===== src/rtl/serial_digit_adder_pkg.sv =====
// serial_digit_adder_pkg: shared FSM encoding and slice-count helpers
package serial_digit_adder_pkg;
  typedef enum logic [1:0] {IDLE, RUN, DONE} state_t;
  function automatic int ndig_of(input int width, input int digit);
    return width / digit;
  endfunction
  function automatic int cnt_width(input int ndig);
    return ndig > 1 ? $clog2(ndig) : 1;
  endfunction
endpackage


===== src/rtl/serial_digit_adder_digit_adder.sv =====
// digit_adder: DIGIT-bit ripple adder from full-adder cells, exposing MSB carry-in
module digit_adder #(
  parameter int DIGIT = 4
) (
  input  logic [DIGIT-1:0] x,
  input  logic [DIGIT-1:0] y,
  input  logic             ci,
  output logic [DIGIT-1:0] s,
  output logic             co,
  output logic             cm
);
  logic [DIGIT:0] c;
  assign c[0] = ci;
  for (genvar i = 0; i < DIGIT; i++) begin : g_fa
    assign s[i]   = x[i] ^ y[i] ^ c[i];
    assign c[i+1] = (x[i] & y[i]) | (c[i] & (x[i] ^ y[i]));
  end
  assign co = c[DIGIT];
  assign cm = c[DIGIT-1];
endmodule


===== src/rtl/serial_digit_adder.sv =====
// serial_digit_adder: WIDTH-bit add/subtract, DIGIT bits per clock through one shared slice
module serial_digit_adder
  import serial_digit_adder_pkg::*;
#(
  parameter int WIDTH = 16,
  parameter int DIGIT = 4
) (
  input  logic             clk,
  input  logic             rst,
  input  logic             start,
  input  logic             sub,
  input  logic             cin,
  input  logic [WIDTH-1:0] a,
  input  logic [WIDTH-1:0] b,
  output logic             busy,
  output logic             done,
  output logic [WIDTH-1:0] sum,
  output logic             cout,
  output logic             ovf
);
  localparam int NDIG = ndig_of(WIDTH, DIGIT);
  localparam int CW = cnt_width(NDIG);
  state_t state, state_nx;
  logic [WIDTH-1:0] opa, opb, res;
  logic [WIDTH+DIGIT-1:0] cat;
  logic [DIGIT-1:0] ds;
  logic [CW-1:0] cnt;
  logic carry, dco, dcm, last;
  digit_adder #(.DIGIT(DIGIT)) u_slice (
    .x (opa[DIGIT-1:0]),
    .y (opb[DIGIT-1:0]),
    .ci(carry),
    .s (ds),
    .co(dco),
    .cm(dcm)
  );
  assign last = cnt == CW'(NDIG - 1);
  // new digit enters at the top; after NDIG shifts the result is aligned
  assign cat = {ds, res};
  always_ff @(posedge clk or posedge rst)
    if (rst) state <= IDLE;
    else state <= state_nx;
  always_comb begin
    state_nx = state == IDLE ? (start ? RUN : IDLE) : state == RUN ? (last ? DONE : RUN) : IDLE;
    busy = state != IDLE;
    done = state == DONE;
  end
  always_ff @(posedge clk or posedge rst)
    if (rst) begin
      opa   <= '0;
      opb   <= '0;
      res   <= '0;
      carry <= 1'b0;
      cnt   <= '0;
      sum   <= '0;
      cout  <= 1'b0;
      ovf   <= 1'b0;
    end else if (state == IDLE && start) begin
      opa   <= a;
      opb   <= sub ? ~b : b;
      carry <= sub ? ~cin : cin;
      cnt   <= '0;
    end else if (state == RUN) begin
      carry <= dco;
      res   <= cat[WIDTH+DIGIT-1:DIGIT];
      opa   <= opa >> DIGIT;
      opb   <= opb >> DIGIT;
      cnt   <= cnt + CW'(1);
      if (last) begin
        sum  <= cat[WIDTH+DIGIT-1:DIGIT];
        cout <= dco;
        // equal operand MSBs with a differing result MSB == carry into MSB xor carry out
        ovf  <= dco ^ dcm;
      end
    end
endmodule

===== config.mk =====
export PLATFORM = sky130hd
export DESIGN_NAME = serial_digit_adder
export DESIGN_NICKNAME = d
export VERILOG_FILES = /design/src/rtl/serial_digit_adder_pkg.sv /design/src/rtl/serial_digit_adder_digit_adder.sv /design/src/rtl/serial_digit_adder.sv
export SDC_FILE = /design/constraint.sdc
export NUM_CORES = 1
export LEC_CHECK = 0
export ABC_CLOCK_PERIOD_IN_PS = 2300
export CAP_MARGIN = 20
export CORE_UTILIZATION = 51
export DETAILED_ROUTE_END_ITERATION = 6
export PLACE_DENSITY = 0.79
export SYNTH_ARGS = -nofsm -noshare
export SYNTH_HDL_FRONTEND = slang
export SYNTH_SLANG_ARGS = --single-unit

===== constraint.sdc =====
create_clock -name clk -period 2.3 [get_ports clk]
set_input_delay 0.345 -clock clk [delete_from_list [all_inputs] [get_ports clk]]
set_output_delay 0.345 -clock clk [all_outputs]
set_load 0.01 [all_outputs]

---- After elaboration in Yosys (flattened, before gate mapping) ----
Cells that the tools add are included.
word-level totals
  RAM bits ................................ 0
  ROM bits ................................ 0
  bits in latches ......................... 0
  register bits ........................... 71
  memories ................................ 0
  input bits .............................. 37
operators by class
  shift-type cells ........................ 0
  divide/modulo/power cells ............... 0
  order comparisons ....................... 0
  reduce and logical (&&, ||, !) cells .... 6
  equality and inequality tests ........... 3
  mux-type cells .......................... 14
  bitwise logic cells ..................... 24
  $mul .................................... 0
  $add $sub $neg .......................... 1
operators by type and width
  kind                                           count
  2-to-1 mux 16 bit                              5
  inverter 16 bit                                1
  2-to-1 mux 2 bit                               5
  bitwise XOR 1 bit                              9
  AND 1 bit                                      8
  == test 2 bit, second input constant           2
  2-to-1 mux 1 bit                               4
  bitwise OR 1 bit                               4
  nonzero test 2 bit                             2
  AND reduction 3 bit                            1
  adder 2 x 1 -> 2 bit, second input constant    1
  == test 2 x 1 -> 1 bit, second input constant  1
  logical NOT 2 bit                              1
  inverter 1 bit                                 2
  AND reduction 2 bit                            1
  logical AND 1 bit                              1

---- Longest topological paths before layout ----
Gate-level depths: netlist of the first run.
  depth in word-level cells ............... 11
  mapped depth ............................ 9

---- Cells and area by module ----
Synthesis of the first run repeated with hierarchy kept, for this count alone.
second synthesis, totals
  cells, all modules ...................... 285
  area total of the unflattened synthesis .. 3015.4 um^2
by module, submodules not included
  module              times used  cells an instance  sequential area each (um^2)  area each (um^2)
  serial_digit_adder  1           273                1676.6                       2905.3
  digit_adder         1           12                 0.0                          110.1

---- Least setup slack after synthesis of the first run ----
Ideal clock, no wire load.
  path kind ............................... flip-flop to flip-flop
  from .................................... register opa[0]
  to ...................................... register res[15]
  period minus slack after synthesis ...... 2129 ps
  arrival ................................. 2046 ps
  stages on the path, launching flop included .. 9
  library setup time ...................... 83 ps
  required time ........................... 2217 ps
  path slack .............................. 171 ps
  path through ............................ dfrtp_1 > fa_1 > inv_1 > fa_1 > inv_1 > fa_1 > inv_1 > fa_1 > o21ai_0
on the way
  longest elaborated chain between the ends .. 8
  elaborated cells on any way between the ends .. 9
  classes of those cells .................. 9 x bitwise
ends and longest elaborated chain
  what                    line                                  RTL
  from (decl)             serial_digit_adder.sv:24              logic [WIDTH-1:0] opa, opb, res;
  from (signal assigned)  serial_digit_adder.sv:66              opa <= opa >> DIGIT;
  bitwise XOR 1 bit       serial_digit_adder_digit_adder.sv:16  assign c[i+1] = (x[i] & y[i]) | (c[i] & (x[i] ^ y[i]));
  AND 1 bit               serial_digit_adder_digit_adder.sv:16
  bitwise OR 1 bit (*)    serial_digit_adder_digit_adder.sv:16
  AND 1 bit (*)           serial_digit_adder_digit_adder.sv:16
  bitwise OR 1 bit (*)    serial_digit_adder_digit_adder.sv:16
  AND 1 bit (*)           serial_digit_adder_digit_adder.sv:16
  bitwise OR 1 bit (*)    serial_digit_adder_digit_adder.sv:16
  bitwise XOR 1 bit (*)   serial_digit_adder_digit_adder.sv:15  assign s[i] = x[i] ^ y[i] ^ c[i];
  to (signal assigned)    serial_digit_adder.sv:65              res <= cat[WIDTH+DIGIT-1:DIGIT];
  to (decl)               serial_digit_adder.sv:24
Every way passes the cells marked *; elsewhere a longest branch is shown, timed or not.
A chain may end at the register's enable or synchronous reset.

---- Worst setup path in the final report of the first run ----
Ends and elaborated chain as after synthesis.

==> metrics.csv, run 1 <==
stage,metric,value,unit
outcome,status,finished clean,
clocking,TritonCTS Buffers,9,
die,effective utilization at floorplan,53.4,%
grt,vias in the first global route,2213,
place,port bufs,56,
setup_path,worst flop-to-flop path startpoint,opa[0]$_DFFE_PP0P_,
clocking,Post-CTS Repair Setup Buffers,0,
timing,Pins Over Slew Limit,0,
hold_path,Min-Delay Path Class,in -> async,
pwr,Leakage,1.79,nW
pwr,Power Dens Cells,1390,nW/um2
setup_path,Worst EP required,2560,ps
timing,Setup Skew,7.32,ps
grt,Tot GR Track Use,21.9,%
setup_path,CP startpoint kind,flop,
timing,Setup Viol. Count Final,0,
place,Place WS,16.8,ps
yosys,post-synth top area cell,dfrtp_1,
yosys,syn_nets,330,
yosys,cell area after synthesis,2980,um2
timing,final hold violation count,0,
cells_and_area,share of cells above drive strength 1,13.1,%
yosys,Mapped Cells,288,
cells_and_area,NumNets Final,387,
setup_path,Worst Setup SP,opa[0]$_DFFE_PP0P_,
pwr,switching pwr,0.00186,W
route,Final ANT Viol Nets,0,
yosys,area share of the largest cell type after synthesis,56.3,%
setup_path,kind of critical path,reg -> reg,
yosys,"Avg Cell Area, Syn",10.3,um2
yosys,Post-synth EDFFs,0,
pwr,peak supply drop,0.000616,V
yosys,Netlist cell types,26,
yosys,sequential area share after synthesis,56.3,%
route,DRC errors left,0,
die,die height,78.4,um
yosys,top-count cell post-synth,nand2_1,
pwr,Sequential Power Share,38.8,%
pwr,Clock power frac,22.0,%
die,# rows,27,
clocking,Root Driver,clkbuf_8,
die,Die ar.,6140,um2
clocking,Worst-Skew Late Latency,330,ps
route,mean routed wirelength per cell,14.1,um
timing,Final Cycle Share,95.0,%
timing,worst slew pin tran,517,ps
clocking,clock sinks,67,
yosys,Yosys warnings,0,
clocking,CTS Buffer Depth,2,
die,core area,5570,um2
route,WL final,5940,um
grt,largest net degree at the start of global routing,48,
route,Avg Vias per Cell,5.28,
place,dpl hpwl,4010,um
yosys,#FFs+latches synth,67,
timing,setup ws final,115,ps
setup_path,crit-path max FO,2,
grt,total gr overflow,0,
yosys,Main synth FF type,dfrtp_1,
cells_and_area,Fill cells,451,
yosys,Synth top cells by count,"88 x nand2_1, 67 x dfrtp_1, 14 x buf_2, 14 x mux2_2, 14 x nor2_1",
setup_path,critical path capture point type,flop,
cells_and_area,n_diodes,0,
timing,slew margin rel.,65.4,%
route,DR vias,2227,
pwr,Comb power frac,39.2,%
clocking,hold_buf cts,0,
clocking,CTS tree,yes,
cells_and_area,synth-to-layout area growth,29.5,%
grt,first-pass GRT wire length,10200,um
yosys,ys async rst share,100,%
pwr,Sw Ratio,34.7,%
setup_path,CP arrival,2440,ps
timing,Max Clk Rate,458,MHz
timing,setup TNS,0,ps
pwr,internal power,0.00349,W
die,Ports,57,
place,gpl congestion,0.743,
route,number of iterations in the first detailed-routing pass,5,
clocking,CTS H-Tree Depth,3,
grt,initial antenna violation count,0,
route,DRT iter0 DRCs,125,
clocking,Worst-path clk slew,70,ps
run,Max-Cap Viols,0,
die,chip width,78.4,um
timing,Tmin final,2180,ps
yosys,Synth area leaders,"dfrtp_1 56%, nand2_1 11%, mux2_2 5.3%",
timing,RSZ-0062 raised after global routing,no,
-- layer usage --
metal | vias to the layer above | global-route usage (%) | wire length, um
li1 | 1054 | - | -
met5 | - | 0 | 0
met1 | 1072 | 26.7 | 2420
met4 | 0 | 10.6 | 138
met3 | 14 | 4.88 | 389
met2 | 87 | 36.8 | 2990
-- cells in the final DEF, fill, tap and decap left out, drive strengths merged --
cell type | netlist | layout
nor2b | 2 | 2
a22oi | 10 | 10
nand3 | 9 | 9
buf | 18 | 9
xor2 | 9 | 9
mux2 | 14 | 14
or2 | 1 | 1
a31oi | 10 | 10
o221ai | 1 | 1
clkdlybuf4s50 | 0 | 56
nor3b | 1 | 1
or3b | 1 | 1
xnor2 | 9 | 9
fa | 4 | 4
a221o | 4 | 4
nor2 | 14 | 14
dfrtp | 67 | 67
nand2b | 1 | 1
ha | 1 | 1
inv | 9 | 9
o21ai | 12 | 12
clkinv | 0 | 2
nand2 | 88 | 88
nand3b | 1 | 1
clkbuf | 1 | 11
o21bai | 1 | 1
bufinv | 0 | 3
-- critical path, cell delays in order (launching register included) --
cell and delay (ps):
dfrtp_1 410, fa_2 390, inv_1 80, fa_1 160, inv_1 50, fa_2 340, inv_1 80, fa_1 430
o21ai_0 160
-- per-stage QoR --
stage          power (W)  area, um2  instances  utilization, %  hold slack, ps
6_report         0.00535       3850        422            69.1             372
5_1_grt          0.00573       3850        422            69.1             416
4_1_cts          0.00536       3850        422            69.0             374
3_5_place_dp     0.00417       3610        406            64.7             466
3_3_place_gp     0.00404       3610        406            64.7             456
2_1_floorplan    0.00339       2980        288               -             442
-- worst paths after layout --
| kind | to | slack [ps] | depth (start not counted) |
|---|---|---|---|
| max in group asynchronous | opa[15]$_DFFE_PP0P_ | 1690 | 3 |
| hold reg to reg | opa[4]$_DFFE_PP0P_ | 480 | 2 |
| hold / removal | sum[5]$_DFFE_PP0P_ | 370 | 3 |
| min in group clk | opa[4]$_DFFE_PP0P_ | 480 | 2 |
| setup / recovery | res[15]$_DFFE_PP0P_ | 120 | 8 |
| setup reg to reg | res[15]$_DFFE_PP0P_ | 120 | 8 |
-- logic make-up (layout without fill, tap and decap cells) --
| kind of cell | Yosys count | after routing | synth area share [%] |
|---|---|---|---|
| compound gates | 38 | 38 | 8.66 |
| xor+xnor | 18 | 18 | 5.30 |
| fa+ha+maj | 5 | 5 | 3.11 |
| buf+inv | 28 | 90 | 5.00 |
| flops | 67 | 67 | 56.3 |
| mux | 14 | 14 | 5.30 |
| simple gates | 118 | 118 | 16.3 |
-- area by class of cell --
cell class / count / area, um2 / area share (%)
Clock buffer: 11 / 141 / 3.67
Clock inverter: 5 / 100 / 2.60
Multi-Input combinational cell: 193 / 1160 / 30.0
Tap cell: 72 / 90.1 / 2.34
Inverter: 9 / 33.8 / 0.877
Sequential cell: 67 / 1680 / 43.5
Timing Repair Buffer: 65 / 653 / 17.0
-- power groups by stage --
| stage | clock network, W | logic (W) | registers, W |
|---|---|---|---|
| 5_1_grt | 0.00124 | 0.00236 | 0.00213 |
| 6_report | 0.00118 | 0.00210 | 0.00207 |
| 2_1_floorplan | 0 | 0.00134 | 0.00205 |
| 3_5_place_dp | 0 | 0.00209 | 0.00208 |
| 4_1_cts | 0.00119 | 0.00210 | 0.00207 |
| 3_3_place_gp | 0 | 0.00199 | 0.00205 |
-- flip-flops by register name, indices dropped and copies added (netlist names) --
name   count
carry      1
cnt        2
cout       1
opa       16
opb       16
ovf        1
res       12
state      2
sum       16
-- repair_timing --
item                                    4_1_cts  5_1_grt
endpoints found under the setup margin        0        3
gates resized for setup                       0        3
hold endpoints to repair                      0        0
No activity file was read; power rests on OpenSTA's default activity.
==> run 2: changes to the inputs <==
Settings changed: CELL_PAD_IN_SITES_DETAIL_PLACEMENT from default to 0, CELL_PAD_IN_SITES_GLOBAL_PLACEMENT from default to 1, CORE_UTILIZATION 51 to 40, PLACE_DENSITY 0.79 to default, PLACE_DENSITY_LB_ADDON from default to 0.1.
==> metrics.csv, run 2 (synthesis results as in run 1) <==
stage,metric,value,unit,change
clocking,hold_buf cts,0,,unchanged
clocking,CTS H-Tree Depth,3,,unchanged
timing,slew margin rel.,59.7,%,-5.7 points
setup_path,crit-path max FO,2,,unchanged
grt,first-pass GRT wire length,10400,um,+2.4%
cells_and_area,post-layout util,53.5,%,-16 points
outcome,status,finished clean,,
cells_and_area,most frequent cells in the layout,"88 x nand2_1, 67 x dfrtp_1, 56 x clkdlybuf4s50_1",,
die,effective utilization at floorplan,41.2,%,-12 points
timing,worst slew pin tran,603,ps,+86.4 ps
grt,largest net degree at the start of global routing,40,,-17%
place,DP Cell Count,434,,+6.9%
timing,setup TNS,0,ps,unchanged
timing,Tmin final,2200,ps,+12.1 ps
cells_and_area,share of cells above drive strength 1,13.4,%,+0.25 points
place,gpl congestion,0.760,,+2.4%
route,DRT iter0 DRCs,63,,-50%
pwr,Power Dens Cells,1320,nW/um2,-5.0%
setup_path,capturing point of the worst reg2reg path,res[15]$_DFFE_PP0P_,,
cells_and_area,"most common cell after layout, fill and taps aside",nand2_1,,
die,core area,7210,um2,+29%
clocking,Post-CTS Repair Setup Buffers,0,,unchanged
setup_path,critical path capture point type,flop,,
cells_and_area,"non-filler cells, final",450,,+6.6%
clocking,Worst-Skew Late Latency,340,ps,about the same
place,Post-Place Cell Area,3660,um2,+1.5%
setup_path,CP arrival,2460,ps,+20 ps
run,Max-Cap Viols,0,,unchanged
route,Final ANT Viol Nets,0,,unchanged
route,DRC errors left,0,,unchanged
route,mean routed wirelength per cell,13.5,um,-4.0%
cells_and_area,NumNets Final,388,,+0.26%
route,WL final,6080,um,+2.4%
die,Die ar.,7790,um2,+27%
timing,Final Cycle Share,95.5,%,+0.53 points
route,DR vias,2180,,-2.1%
clocking,Root Driver,clkbuf_8,,
setup_path,worst flop-to-flop path startpoint,opa[0]$_DFFE_PP0P_,,
place,port bufs,56,,unchanged
grt,initial antenna violation count,0,,unchanged
grt,Tot GR Track Use,17.7,%,-4.3 points
clocking,clock sinks,67,,unchanged
hold_path,Min-Delay Path Class,in -> async,,
cells_and_area,synth-to-layout area growth,29.8,%,
cells_and_area,n_diodes,0,,unchanged
cells_and_area,top flop regs,"opa (16), opb (16), sum (16)",,
timing,RSZ-0062 raised after global routing,no,,
clocking,Worst-path clk slew,80,ps,about the same
place,dpl hpwl,4030,um,+0.51%
clocking,TritonCTS Buffers,9,,unchanged
clocking,CTS tree,yes,,
grt,vias in the first global route,2167,,-2.1%
clocking,cts repair resizes,0,,unchanged
setup_path,CP startpoint kind,flop,,
timing,Pins Over Slew Limit,0,,unchanged
pwr,Leakage,1.78,nW,-0.94%
setup_path,FF-to-FF setup slack,100,ps,about the same
route,Avg Vias per Cell,4.84,,-8.2%
die,chip width,88.2,um,+13%
die,Ports,57,,unchanged
die,die height,88.2,um,+13%
timing,Max Clk Rate,455,MHz,-0.55%
timing,Setup Viol. Count Final,0,,unchanged
clocking,CTS Buffer Depth,2,,unchanged
timing,final hold violation count,0,,unchanged
setup_path,r2r worst-path depth,8,,unchanged
route,number of iterations in the first detailed-routing pass,4,,-1
cells_and_area,final instance area,3860,um2,+0.26%
grt,total gr overflow,0,,unchanged
pwr,peak supply drop,0.000449,V,-27%
setup_path,Worst EP required,2560,ps,about the same
die,# rows,31,,+15%
timing,Setup Skew,8.26,ps,+0.946 ps
timing,worst hold slack,403,ps,+30.4 ps
setup_path,kind of critical path,reg -> reg,,
-- run 2: cell count changes in the layout (fill, tap and decap cells not counted) --
cell	delta
bufinv_16	-2
clkinv_4	+2
clkinvlp_4	+2
buf_12	+1
clkbuf_1	-1
clkbuf_8	-1
clkinv_2	-1
fa_1	+1
fa_2	-1
inv_6	+1
-- run 2: final cells by class --
class / instances / area (um2)
tap: 99 / 124
inverter: 9 / 33.8
clock buffer: 9 / 124
multi-input combinational: 193 / 1150
clock inverter: 7 / 76.3
timing repair buffer: 66 / 673
fill: 680 / 3350
sequential: 67 / 1680
-- run 2: routing by layer --
metal  vias to the layer above  track usage [%]  wire length [um]
li1                       1062                -                 -
met1                      1060             23.0              2870
met2                        50             29.6              2940
met3                         8             3.08               200
met4                         0             6.60                73
met5                         -                0                 0
-- run 2: report_power, final --
group	total, W	internal [W]	switching, W	leakage, nW
combinational	0.00206	0.000993	0.00106	0.838
sequential	0.00205	0.00172	0.000329	0.844
clock	0.000984	0.000506	0.000478	0.0958
-- run 2: how the worst max path moves through the flow --
stage | startpoint | to | slack [ps] | cells past startpoint
floorplan | opa[0]$_DFFE_PP0P_ | res[15]$_DFFE_PP0P_ | 170 | 8
global placement | opa[0]$_DFFE_PP0P_ | res[15]$_DFFE_PP0P_ | 110 | 8
detailed placement | opa[0]$_DFFE_PP0P_ | sum[15]$_DFFE_PP0P_ | 40 | 8
CTS | opa[0]$_DFFE_PP0P_ | sum[15]$_DFFE_PP0P_ | 40 | 8
global route | opa[0]$_DFFE_PP0P_ | res[15]$_DFFE_PP0P_ | 7 | 8
finish | opa[0]$_DFFE_PP0P_ | res[15]$_DFFE_PP0P_ | 100 | 8
-- run 2: metrics by stage --
| stage | setup slack [ps] | total power, W |
|---|---|---|
| final | 103 | 0.00509 |
| after global routing | 7.50 | 0.00552 |
| after detailed placement | 43.3 | 0.00416 |
| after global placement | 111 | 0.00410 |
| after floorplan | 171 | 0.00339 |
| after CTS | 36.1 | 0.00516 |
-- run 2: worst max-delay path: stages, from the launching register on --
cell and delay [ps]:
dfrtp_1 400, fa_1 430, inv_1 80, fa_1 160, inv_1 50, fa_2 340
inv_1 80, fa_1 420, o21ai_0 160
==> run 3: changes to the inputs <==
Settings changed: HOLD_SLACK_MARGIN from default to 0.03.
==> results of run 3 <==
Same layout as run 2: the final DEF is identical, and so are final timing and power.
==> variant 1 (flow settings as in run 1) <==
Add an input register stage for `start`, `sub`, `cin`, `a` and `b`, with the module's reset; this delays them by one clock.
--- a/src/rtl/serial_digit_adder.sv
+++ b/src/rtl/serial_digit_adder.sv
@@ -20,6 +20,29 @@
 );
   localparam int NDIG = ndig_of(WIDTH, DIGIT);
   localparam int CW = cnt_width(NDIG);
+
+  logic start_q;
+  logic sub_q;
+  logic cin_q;
+  logic [WIDTH-1:0] a_q;
+  logic [WIDTH-1:0] b_q;
+
+  always_ff @(posedge clk or posedge rst) begin
+    if (rst) begin
+      start_q <= '0;
+      sub_q   <= '0;
+      cin_q   <= '0;
+      a_q     <= '0;
+      b_q     <= '0;
+    end else begin
+      start_q <= start;
+      sub_q   <= sub;
+      cin_q   <= cin;
+      a_q     <= a;
+      b_q     <= b;
+    end
+  end
+
   state_t state, state_nx;
   logic [WIDTH-1:0] opa, opb, res;
   logic [WIDTH+DIGIT-1:0] cat;
@@ -41,7 +64,7 @@
     if (rst) state <= IDLE;
     else state <= state_nx;
   always_comb begin
-    state_nx = state == IDLE ? (start ? RUN : IDLE) : state == RUN ? (last ? DONE : RUN) : IDLE;
+    state_nx = state == IDLE ? (start_q ? RUN : IDLE) : state == RUN ? (last ? DONE : RUN) : IDLE;
     busy = state != IDLE;
     done = state == DONE;
   end
@@ -55,10 +78,10 @@
       sum   <= '0;
       cout  <= 1'b0;
       ovf   <= 1'b0;
-    end else if (state == IDLE && start) begin
-      opa   <= a;
-      opb   <= sub ? ~b : b;
-      carry <= sub ? ~cin : cin;
+    end else if (state == IDLE && start_q) begin
+      opa   <= a_q;
+      opb   <= sub_q ? ~b_q : b_q;
+      carry <= sub_q ? ~cin_q : cin_q;
       cnt   <= '0;
     end else if (state == RUN) begin
       carry <= dco;
Function: changed (Yosys sat finds a counterexample within 4 cycles, from zero or initial values and one cycle with rst high).
==> variant 1 against run 1 <==
Synthesized area increased by 31%. Setup slack improved by 0.017 ns. Highest routed layer unchanged. Global-route usage decreased by 2.4 points. Critical endpoint is now carry. Count of clock-buffer cells in the layout increased by 1. Critical path depth increased by 2. Routed wire length increased by 12%. Sequential cell count increased by 35. Total power increased by 13%. Design area increased by 24%. Final cell count increased by 14%.
==> variant 1: results (changes against run 1) <==
| Metric | Value |
|---|---|
| Post-synthesis xor/xnor area fraction | 4.03% (-1.3 points) |
| Reg-to-Reg End | carry |
| Synth top cells by count | dfrtp_1 (102), nand2_1 (87), mux2_2 (14) |
| Number of instances in the placed design | 467 (+15%) |
| Met3 Routed Length | 268 um (-31%) |
| Clock skew | 0.00735 ns (+0.0000323 ns) |
| Routed wl met2 | 3350 um (+12%) |
| First-pass GRT wire length | 11500 um (+13%) |
| Fill cells | 553 (+23%) |
| Dpl ws | 0.0353 ns (+0.0186 ns) |
| Routed len/inst | 13.7 um (-2.4%) |
| M1 wire length | 2880 um (+19%) |
| Via count | 2451 (+10%) |
| Status | finished clean |
| Layout cells sized above 1 | 13.3% (+0.14 points) |
| Clock slew at reported path FFs | 0.09 ns (+0.02 ns) |
| Total Wirelength | 6640 um (+12%) |
| Area fraction in compound gates after synthesis | 7.14% (-1.5 points) |
| Overall routing resource usage | 19.5% (-2.4 points) |
| Clk_lat worst skew | 0.36 ns (+0.03 ns) |
| Met1 Usage GRT | 24.1% (-2.6 points) |
| CP max stage cell | dfrtp_1 |
| Worst EP arrival | 2.46 ns (+0.02 ns) |
| Max-slew headroom at the worst pin | 41.9% (-24 points) |
| First-pass DRT Iterations | 4 (-1) |
| DP HPWL | 4580 um (+14%) |
| Mux cell area share after synthesis | 4.03% (-1.3 points) |
| Syn Nets | 365 (+11%) |
| Crit-path max cell delay | 0.39 ns (-0.04 ns) |
| Met2 Use GR | 33.1% (-3.8 points) |
| DRT iter0 DRCs | 135 (+8.0%) |
| Top cells by area, synth | dfrtp_1 (65%), nand2_1 (8.4%), mux2_2 (4.0%) |
| VDD IR max | 0.470 mV (-24%) |
| Worst setup margin | 0.133 ns (+0.0175 ns) |
| Met3 usage | 4.25% (-0.64 points) |
| Crit path capture | carry |
| Cell count after synthesis | 323 (+12%) |
| FF-to-FF setup slack | 0.13 ns (+0.02 ns) |
variant 1: cell count changes in the layout (fill, tap and decap cells not counted), moves of 2 or more:
cell / change
a22oi_1: +2
a31oi_1: -2
dfrtp_1: +35
nor2_1: -2
o21ai_0: -5
o21ai_2: +4
variant 1: power by group:
part	switching, mW	internal (mW)	total (mW)
sequential	0.357	2.37	2.72
clock	0.562	0.640	1.20
combinational	1.10	1.02	2.11
total	2.02	4.02	6.04
variant 1: cell families (layout without fill, tap and decap cells):
logic type	Yosys count	in the layout
buffers and inverters	29	90
adder cells (fa/ha/maj)	5	5
XOR/XNOR	18	18
AO/OA/AOI/OAI	39	39
AND/OR/NAND/NOR	116	116
multiplexers	14	14
flip-flops	102	102
variant 1: cell type report:
| cell class | instances | area (um^2) | share of cell area [%] |
|---|---|---|---|
| Sequential cell | 102 | 2550 | 53.6 |
| Multi-Input combinational cell | 192 | 1180 | 24.8 |
| Timing Repair Buffer | 65 | 653 | 13.7 |
| Clock buffer | 12 | 145 | 3.05 |
| Tap cell | 99 | 124 | 2.60 |
| Clock inverter | 4 | 70.1 | 1.47 |
| Inverter | 9 | 37.5 | 0.788 |
variant 1: worst reg2reg max path: stages, from the launching register on:
cell and delay, ns:
dfrtp_1 0.39, fa_2 0.21, inv_1 0.05, fa_1 0.35
inv_1 0.08, fa_2 0.21, inv_1 0.06, fa_2 0.36
nor3b_1 0.18, a211oi_1 0.07, a21oi_1 0.15
variant 1: timing repair:
action,4_1_cts,5_1_grt
endpoints found under the hold margin,0,0
resized for setup,0,5
setup endpoints to repair,0,4
variant 1: through the flow:
step	cell area (um^2)	hold slack, ns	total power [mW]
floorplan	3910	0.376	4.13
CTS	4760	0.401	6.08
detailed placement	4540	0.425	4.87
finish	4770	0.379	6.04
global placement	4540	0.423	4.72
global route	4770	0.390	6.49
==> variant 2 (settings of run 1) <==
Without the edit above. `DIGIT` is set to 4 in 2 places; all go to 3.
--- a/src/rtl/serial_digit_adder_digit_adder.sv
+++ b/src/rtl/serial_digit_adder_digit_adder.sv
@@ -1,6 +1,6 @@
 // digit_adder: DIGIT-bit ripple adder from full-adder cells, exposing MSB carry-in
 module digit_adder #(
-  parameter int DIGIT = 4
+  parameter int DIGIT = 3
 ) (
   input  logic [DIGIT-1:0] x,
   input  logic [DIGIT-1:0] y,
--- a/src/rtl/serial_digit_adder.sv
+++ b/src/rtl/serial_digit_adder.sv
@@ -3,7 +3,7 @@
   import serial_digit_adder_pkg::*;
 #(
   parameter int WIDTH = 16,
-  parameter int DIGIT = 4
+  parameter int DIGIT = 3
 ) (
   input  logic             clk,
   input  logic             rst,
Check against the original RTL: not equivalent (Yosys sat finds a counterexample within 10 cycles, from zero or initial values and one cycle with rst high).
==> variant 2 against run 1 <==
Routed wire length decreased by 4.6%. Sequential power up 3%. Sequential cell count is 2 higher. Clock skew up 0.00063 ns. Setup slack improved by 0.23 ns. Synthesized area grew 3.2%. Design area increased by 2.4%. Total power up 1.0%. Critical path depth is 6 lower. Critical path type is now register to output pin. Global-route usage down 0.78 points.
==> variant 2: results (changes against run 1) <==
| Metric | Value |
|---|---|
| Routed len/inst | 12.8 um (-9.1%) |
| Overall routing resource usage | 21.1% (-0.78 points) |
| Worst EP arrival | 1.61 ns (-0.83 ns) |
| Fill cells | 417 (-7.5%) |
| Clk pwr | 1.10 mW (-7%) |
| Sequential fraction of the synthesis area | 56.2% (-0.12 points) |
| CP max stage cell | clkdlybuf4s50_1 |
| Logic power comb | 2.18 mW (+4%) |
| Met3 usage | 3.77% (-1.1 points) |
| Layout cells sized above 1 | 12.1% (-1.0 points) |
| First-pass DRT Iterations | 4 (-1) |
| VDD IR max | 0.677 mV (+9.8%) |
| Sw Share | 35.0% (+0.34 points) |
| Met3 Routed Length | 238 um (-39%) |
| Status | finished clean |
| Met1 Usage GRT | 27.3% (+0.58 points) |
| Number of instances in the placed design | 426 (+4.9%) |
| DP HPWL | 3970 um (-1.1%) |
| Syn Nets | 349 (+5.8%) |
| Largest net degree at the start of global routing | 70 (+46%) |
| M1 wire length | 2580 um (+6.4%) |
| Yosys cell types | 31 (+19%) |
| Total Wirelength | 5670 um (-4.6%) |
| DRT iter0 DRCs | 124 (-0.80%) |
| Area after DPL | 3710 um^2 (+2.9%) |
| P_seq | 2.13 mW (+3%) |
| Cell count after synthesis | 307 (+6.6%) |
## variant 2: cell type report
type                       instances  area [um^2]  share of cell area, %
multi-input combinational        207         1200                   30.4
tap                               72         90.1                   2.28
clock buffer                      12          155                   3.93
timing repair buffer              68          663                   16.8
inverter                          11         41.3                   1.05
sequential                        69         1730                   43.8
clock inverter                     4         70.1                   1.78
## variant 2: worst paths after layout
kind,start,endpoint,slack [ns],depth (start not counted)
setup reg to reg,opa[0],ovf,0.36,8
hold reg to reg,res[5],res[5],0.47,2
hold / removal,rst,sum[5],0.40,3
setup / recovery,state[0],busy,0.34,2
max in group asynchronous,rst,res[14],1.63,3
min in group clk,res[5],res[5],0.47,2
## variant 2: cells by family (layout without fill, tap and decap cells)
logic type,after synthesis,after routing,synth area share [%]
flip-flops,69,69,56.2
XOR/XNOR,18,18,5.13
multiplexers,14,14,5.13
adder cells (fa/ha/maj),5,5,2.77
AND/OR/NAND/NOR,127,127,16.7
buffers and inverters,31,95,4.85
AO/OA/AOI/OAI,43,43,9.17
